**src/rtl/seg_bcd_conv_if.sv**
```systemverilog
// Display word in, packed BCD digits and status out.
// master drives data_in; slave returns bcd_out, overflow, valid, busy, done.
interface seg_bcd_conv_if;
  logic [31:0] data_in;
  logic [15:0] bcd_out;
  logic        overflow;
  logic        valid;
  logic        busy;
  logic        done;

  modport master (
    output data_in,
    input  bcd_out,
    input  overflow,
    input  valid,
    input  busy,
    input  done
  );

  modport slave (
    input  data_in,
    output bcd_out,
    output overflow,
    output valid,
    output busy,
    output done
  );
endinterface

```
**src/rtl/seg_bcd_conv.sv**
```systemverilog
// Iterative double-dabble binary-to-BCD converter for the 7-seg display.
// Ports: clk, rst (async active-low), bus (slave: data_in in; bcd/status out).
module seg_bcd_conv #(
  parameter int CONV_BITS = 16
) (
  input  logic          clk,
  input  logic          rst,
  seg_bcd_conv_if.slave bus
);

  localparam int DIGITS = (CONV_BITS * 301) / 1000 + 1;
  localparam int BCD_W  = 4 * DIGITS;
  localparam int CNT_W  = $clog2(CONV_BITS);
  localparam logic [CNT_W-1:0] LAST = CNT_W'(CONV_BITS - 1);

  typedef enum logic [1:0] {
    IDLE,
    SHIFT,
    DONE
  } state_t;

  state_t               state;
  logic [CONV_BITS-1:0] shift_reg;
  logic [CONV_BITS-1:0] last_val;
  logic [BCD_W-1:0]     scratch;
  logic [BCD_W-1:0]     adj;
  logic [CNT_W-1:0]     cnt;
  logic                 force_cnv;
  logic                 unused_hi;

  assign unused_hi = ^bus.data_in[31:CONV_BITS];

  // +3 on every nibble >= 5, all from pre-shift values
  always_comb begin
    adj = scratch;
    for (int i = 0; i < DIGITS; i++) begin
      if (scratch[4*i +: 4] >= 4'd5)
        adj[4*i +: 4] = scratch[4*i +: 4] + 4'd3;
    end
  end

  always_ff @(posedge clk or negedge rst) begin
    if (!rst) begin
      state        <= IDLE;
      shift_reg    <= '0;
      last_val     <= '0;
      scratch      <= '0;
      cnt          <= '0;
      force_cnv    <= 1'b1;
      bus.bcd_out  <= '0;
      bus.overflow <= 1'b0;
      bus.valid    <= 1'b0;
      bus.busy     <= 1'b0;
      bus.done     <= 1'b0;
    end else begin
      bus.done <= 1'b0;
      unique case (state)
        IDLE: begin
          if (force_cnv ||
              bus.data_in[CONV_BITS-1:0] != last_val) begin
            shift_reg <= bus.data_in[CONV_BITS-1:0];
            last_val  <= bus.data_in[CONV_BITS-1:0];
            scratch   <= '0;
            cnt       <= '0;
            force_cnv <= 1'b0;
            bus.busy  <= 1'b1;
            state     <= SHIFT;
          end
        end
        SHIFT: begin
          {scratch, shift_reg} <= {adj, shift_reg} << 1;
          cnt <= cnt + 1'b1;
          if (cnt == LAST)
            state <= DONE;
        end
        DONE: begin
          // a non-zero fifth digit means the value exceeded 9999
          if (scratch[BCD_W-1:16] != '0) begin
            bus.bcd_out  <= 16'h9999;
            bus.overflow <= 1'b1;
          end else begin
            bus.bcd_out  <= scratch[15:0];
            bus.overflow <= 1'b0;
          end
          bus.valid <= 1'b1;
          bus.done  <= 1'b1;
          bus.busy  <= 1'b0;
          state     <= IDLE;
        end
        default: state <= IDLE;
      endcase
    end
  end

endmodule
```
**src/flat_wrapper.sv**
```systemverilog
// flat-port wrapper written by rule: the top's interface ports become plain ports
module seg_bcd_conv_flat 
#(
  parameter int CONV_BITS = 16
)
  (clk, rst, bus_data_in, bus_bcd_out, bus_overflow, bus_valid, bus_busy, bus_done);
  seg_bcd_conv_if bus_i ();
  input  logic clk;
  input  logic rst;
  input wire logic [$bits(bus_i.data_in)-1:0] bus_data_in;
  output wire logic [$bits(bus_i.bcd_out)-1:0] bus_bcd_out;
  output wire logic [$bits(bus_i.overflow)-1:0] bus_overflow;
  output wire logic [$bits(bus_i.valid)-1:0] bus_valid;
  output wire logic [$bits(bus_i.busy)-1:0] bus_busy;
  output wire logic [$bits(bus_i.done)-1:0] bus_done;
  assign bus_i.data_in = bus_data_in;
  assign bus_bcd_out = bus_i.bcd_out;
  assign bus_overflow = bus_i.overflow;
  assign bus_valid = bus_i.valid;
  assign bus_busy = bus_i.busy;
  assign bus_done = bus_i.done;
  seg_bcd_conv #(.CONV_BITS(CONV_BITS)) u_core (.clk(clk), .rst(rst), .bus(bus_i));
endmodule
```
**config.mk**
```make
export PLATFORM = sky130hd
export DESIGN_NAME = seg_bcd_conv_flat
export DESIGN_NICKNAME = d
export VERILOG_FILES = /design/src/rtl/seg_bcd_conv_if.sv /design/src/rtl/seg_bcd_conv.sv /design/src/flat_wrapper.sv
export SDC_FILE = /design/constraint.sdc
export NUM_CORES = 1
export LEC_CHECK = 0
export ABC_AREA = 1
export CELL_PAD_IN_SITES_DETAIL_PLACEMENT = 0
export CELL_PAD_IN_SITES_GLOBAL_PLACEMENT = 1
export CORE_MARGIN = 1
export CORE_UTILIZATION = 41
export DETAILED_ROUTE_END_ITERATION = 8
export PLACE_DENSITY_LB_ADDON = 0.12
export SLEW_MARGIN = 20
export SYNTH_ARGS = -nofsm -noshare
export SYNTH_HDL_FRONTEND = slang
export SYNTH_SLANG_ARGS = --single-unit
```
**constraint.sdc**
```tcl
create_clock -name clk -period 2.9 [get_ports clk]
set_clock_uncertainty 0.1 [all_clocks]
set_input_delay 0.58 -clock clk [delete_from_list [all_inputs] [get_ports clk]]
set_output_delay 0.58 -clock clk [all_outputs]
set_load 0.03 [all_outputs]
```
; ---- Word level (Yosys, flattened, before mapping)
; Index checks and enable logic that the tools add are counted.
[classes]
addsub = 6
n_mul = 0
div = 0
n_lt_le_gt_ge = 5
eq_ne = 6
n_shift = 0
n_mux = 19
bitwise_logic = 0
n_reduce_logical = 9
[ops]
columns = cell, count
row1 = 20-bit case mux with 2 select lines, 1
row2 = 16-bit two-way mux, 2
row3 = 16-bit case mux with 2 select lines, 1
row4 = "4-bit by 3-bit greater-or-equal comparator with 1-bit output, second input constant", 5
row5 = 20-bit two-way mux, 1
row6 = 4-bit two-way mux, 5
row7 = "4-bit by 2-bit adder with 4-bit output, second input constant", 4
row8 = 16-bit inequality test, 1
row9 = 4-bit case mux with 2 select lines, 1
row10 = 2-bit AND reduction, 4
row11 = "4-bit by 1-bit adder with 4-bit output, second input constant", 1
row12 = "4-bit equality test, second input constant", 1
row13 = 2-bit two-way mux, 2
row14 = "2-bit by 1-bit inequality test with 1-bit output, second input constant", 2
row15 = 2-bit case mux with 2 select lines, 1
row16 = 2-bit nonzero test, 2
row17 = 4-bit nonzero test, 1
row18 = "3-bit by 2-bit adder with 3-bit output, second input constant", 1
row19 = 1-bit two-way mux, 3
row20 = 3-bit two-way mux, 1
row21 = "2-bit by 1-bit equality test with 1-bit output, second input constant", 1
row22 = "2-bit equality test, second input constant", 1
row23 = 2-bit logical NOT, 1
row24 = 1-bit case mux with 2 select lines, 1
row25 = 1-bit logical OR, 1
[word_totals]
regBits = 79
latch_bits = 0
ram_bits = 0
rom_bits = 0
inputBits = 34
output_inout_bits = 20
wordCells = 56
memories = 0

; ---- Longest topological paths before layout
[depth]
depth_word = 4
depth_mapped = 12
depth_no_buf = 11

; ---- Least setup slack after synthesis
; No wires, ideal clock.
[synth_timing]
kind = input to register
startpoint = in bus_data_in[1]
endpoint = reg u_core.shift_reg[10]
setup_time_ps = 117
arrival_time_ps = 1443
required_ps = 2683
slack_ps = 1240
path_stages = 12
n_path_buf = 1
cell_sequence = inv_1 > nand2_1 > nand2_1 > nor2_1 > nand2_1 > nor2_2 > nand3_2 > nand2_4 > nand2_4 > buf_6 > nand2_1 > nand2_1
[synth_via]
elab_chain_len = 4
[synth_rtl]
columns = item, line_no
row1 = start: declaration, flat_wrapper.sv:10  ; input wire logic [$bits(bus_i.data_in)-1:0] bus_data_in;
row2 = 16-bit inequality test, seg_bcd_conv.sv:60  ; bus.data_in[CONV_BITS-1:0] != last_val) begin
row3 = 1-bit logical OR, seg_bcd_conv.sv:59  ; if (force_cnv ||
row4 = 2-bit by 1-bit inequality test with 1-bit output (no source line), -
row5 = 2-bit AND reduction (no source line), -
row6 = end signal: assignment, seg_bcd_conv.sv:61  ; shift_reg <= bus.data_in[CONV_BITS-1:0];
row7 = end signal: assignment, seg_bcd_conv.sv:71  ; {scratch, shift_reg} <= {adj, shift_reg} << 1;
row8 = end: declaration, seg_bcd_conv.sv:23  ; logic [CONV_BITS-1:0] shift_reg;
; Every way passes these cells.
; A chain may end at the register's enable or synchronous reset.

; ---- Final worst setup path
[layout_timing]
startpoint = in bus_data_in[3]
endpoint = reg u_core.scratch[9]
[layout_via]
elab_chain_len = 4
[layout_rtl]
columns = item, line_no
row1 = 16-bit inequality test, seg_bcd_conv.sv:60
row2 = 1-bit logical OR, seg_bcd_conv.sv:59
row3 = 2-bit by 1-bit inequality test with 1-bit output (no source line), -
row4 = 2-bit AND reduction (no source line), -
row5 = end signal: assignment, seg_bcd_conv.sv:71
row6 = end: declaration, seg_bcd_conv.sv:25  ; logic [BCD_W-1:0] scratch;
; Every way passes these cells.

==> impl.org <==
** Clocking
- CTS tree :: done
- Maximum buffer depth of the clock tree :: 2
- Clock latency reported for the late side of the worst-skew pair :: around 350 ps
- CTS placed an instance of sky130_fd_sc_hd__clkbuf_8 at the clock tree root.
- Number of buffers inserted for hold repair after clock tree synthesis :: 0
- Clock buffers created by TritonCTS :: 9
- After clock tree synthesis, the clock-pin slew on the worst setup and hold paths is around 80 ps.
- The number of gates resized after CTS was 0.
- The H-tree was split into 3 levels.
- Clk sinks :: between 70 and 80
- Post-CTS timing repair inserted 0 buffers for setup.

** Floorplanning
- Die height :: just over 100 um
- In this run the horizontal extent of the chip is about 100 um.
- Pin placement for this block handled 54 I/O pins.
- Core footprint :: roughly 9400 sq um
- The die covers 10200 sq um.
- The floorplan has 35 rows.
- Initial cell density of the core :: a little over two fifths

** Critical path
- Register-to-register path setup slack :: between 1000 and 1500 ps
- In this run the critical register-to-register path is captured at u_core.scratch[9]$_DFFE_PN0P_.
- In this run the worst setup path begins at bus_data_in[3].
- The worst setup path is launched from an input pin.
- Crit Reg-Reg Startpoint :: u_core.last_val[1]$_DFFE_PN0P_
- In this run the worst path has a maximum fanout of 18.
- For the worst flop-to-flop path, the logic depth is 10.
- At the worst endpoint, the required time is just over 3000 ps.
- At the worst endpoint, the arrival time is about 2300 ps.
- The worst setup path is captured at a flip-flop.
- The worst setup path is of the in -> reg kind.

** Final layout
- The area growth from synthesis to layout is 17.5%.
- Final core area utilization :: 50.4%
- Post-Layout Cell Count :: around 700
- Max reg flops :: 20
- Across the whole layout, storage elements account for 1980 sq um.
- Most flops, register :: u_core.scratch
- The number of antenna diodes in the final layout is 0.
- Counting the fill cells in the layout gives between 900 and 1000.
- Post-layout net count :: around 590
- After routing the design area is between 4000 and 5000 sq um.
- Fraction of layout instances using a drive strength above 1 :: approximately 6.3%
- In the final layout, the multi-input gates occupy ~1700 sq um.

** Synthesis
- FFs w/ async S/R, synth :: 100%
- Adder-cell area share of the yosys netlist :: between 3 and 4%
- Number of enable-type register cells in the synthesized netlist :: 0
- Synth area leader :: sky130_fd_sc_hd__dfrtp_1
- Dominant combinational cell family by area after synthesis :: simple AND/OR/NAND/NOR gates
- Sorting the synthesized cells by area gives the leading types as sky130_fd_sc_hd__dfrtp_1 49%, sky130_fd_sc_hd__nand2_1 17%, sky130_fd_sc_hd__o21ai_0 6.2%.
- Synthesized instance count :: roughly 510
- Summing the sequential cell areas from Yosys gives 49.2% of the chip area.
- By instance count, the leading cell after synthesis is sky130_fd_sc_hd__nand2_1.
- Flip-flop and latch count after synthesis :: 79
- Post-synthesis share of cell area spent on xor and xnor gates :: 1.74%
- Predominant post-synthesis flop cell :: sky130_fd_sc_hd__dfrtp_1
- Post-Synth Simple-Gate Area :: 27.2%
- Netlist Area Pre-Place :: approximately 4000 sq um
- Mean Syn Cell Area :: approximately 8 sq um
- In this run the biggest area consumer among cell types represents between 40 and 50% of the synthesized area.
- Area fraction in compound gates after synthesis :: 9.62%
- Mux contribution to synthesized area :: 0%
- Counting distinct cell types in the post-synthesis netlist gives 25.
- Most instantiated cells after synthesis :: 179 x sky130_fd_sc_hd__nand2_1, 78 x sky130_fd_sc_hd__dfrtp_1, 53 x sky130_fd_sc_hd__inv_1
- Synthesis produced a netlist with a net count of about 560.
- Warning count from the yosys run :: 0

** Pwr
- Total design power :: between 5 and 6 mW
- Across the VDD grid, the largest voltage drop is 0.000407 V.
- In this run the static leakage power is approximately 2.4 nW.
- Dividing total power by cell area gives a power density of roughly 1100 nW/um^2.

** Global routing
- Number of antenna violations at the first check in global routing :: 0
- Via count of the first global-routing pass :: around 3200
- Global routing finished with a remaining overflow of 0.
- Entering global routing, the biggest net connects 63 pins.
- First-pass GRT wire length :: ~15000 um
- In the global route stage, overall resource usage came out at a little under a fifth.

** Timing
- For the pin with the worst max-slew slack, the measured transition is about 650 ps.
- Final setup violating endpoints :: 0
- The final-report max-slew violation count was 0.
- Summed over all failing endpoints, the final setup total negative slack is 0 ps.
- Tightest slew margin relative to the limit :: roughly 57%
- Hold WS :: 93.1 ps
- Setup repair after global routing left no endpoint under its margin.
- The worst path meets setup with 772 ps of slack.
- Fmax achieved :: 470 MHz
- Final hold violations :: 0
- Of the available clock period, the critical path in the final layout requires between 70% and 80%.
- For the finished layout, the period the worst path requires is 2130 ps.

** Detailed routing
- After detailed routing, no signal wire sits above met4.
- The routed layout has about 3300 vias.
- Post-route ant nets :: 0
- Met2 wire length :: about 3800 um
- Number of DRC markers in iteration 0 :: ~160
- Dividing the detail-routed via count by the number of cells gives slightly below 5.
- DR DRC count :: 0
- Met3 routed wirelength :: 218 um
- Average wire per standard cell :: between 10 and 15 um
- The first detailed-routing pass ran for 4 iterations.
- After detailed routing, the wire length on met1 is ~4000 um.
- Wire length after detailed routing :: slightly above 8000 um

** Place
- Area after DPL :: around 4500 sq um
- Pre-CTS WS :: ~380 ps
- HPWL reported at the end of detailed placement :: approximately 5300 um
- Once placement completed, the tool counted placed cells totaling roughly 670.
- During placement, the flow inserted port buffers numbering 37.
- Final RePlAce weighted congestion :: around 0.73

** Flow run
- Max-cap violations in this run came to 0.

** Status
- The flow ran to the end, and the final reports show no timing, DRC or antenna violations.

** Worst hold path
- Worst hold path class :: in -> async
cell type report:
type                       count  area share [%]
clock buffer                  13            3.15
clock inverter                 3            1.91
inverter                      56            4.45
multi-input combinational    357            36.0
sequential                    79            41.9
tap                          129            3.42
timing repair buffer          44            9.17
power breakdown:
group          internal (mW)  switching (mW)
sequential              1.61           0.386
combinational          0.934            1.47
clock                  0.598           0.399
worst max-delay path, stage by stage:
cell and delay, ps:
sky130_fd_sc_hd__clkdlybuf4s50_1 470, sky130_fd_sc_hd__inv_1 80, sky130_fd_sc_hd__nand2_1 60, sky130_fd_sc_hd__nand2_1 50, sky130_fd_sc_hd__nor2_1 90, sky130_fd_sc_hd__nand2_1 80
sky130_fd_sc_hd__nor2_2 130, sky130_fd_sc_hd__nand3_2 120, sky130_fd_sc_hd__nand2_4 190, sky130_fd_sc_hd__buf_4 270, sky130_fd_sc_hd__nand3_1 100, sky130_fd_sc_hd__nand2_1 80
how the worst max path moves through the flow:
stage                                        to  depth (start not counted)
2_1_floorplan  u_core.shift_reg[10]$_DFFE_PN0P_                         12
4_1_cts               u_core.cnt[1]$_DFFE_PN0P_                         12
3_5_place_dp     u_core.scratch[11]$_DFFE_PN0P_                         12
6_report          u_core.scratch[9]$_DFFE_PN0P_                         12
3_3_place_gp     u_core.scratch[15]$_DFFE_PN0P_                         12
5_1_grt           u_core.scratch[9]$_DFFE_PN0P_                         12
cells in the final DEF (no fill, tap or decap), drive strengths merged:
cell type,count
o21ai,50
nand3,50
dfrtp,78
clkdlybuf4s50,36
nand2,183
nand4,2
nor2,25
nor3,1
buf,8
dfstp,1
o211ai,5
ha,12
xnor2,4
a31oi,3
inv,56
bufinv,3
clkbuf,13
or2,2
xor2,4
a21oi,16
metal layers:
layer  up-vias  GRT usage [%]
met2        55           31.0
met1      1529           23.1
met4         0           8.36
li1       1693              -
met5         -              0
met3        10           2.29
kinds of logic after synthesis:
group	Yosys count
DFF	79
buffers and inverters	76
xor gates and xnor gates	8
and+or+nand+nor	263
AOI/OAI and AO/OA	74
adders and majority gates	12
(Power assumes the default switching activity.)
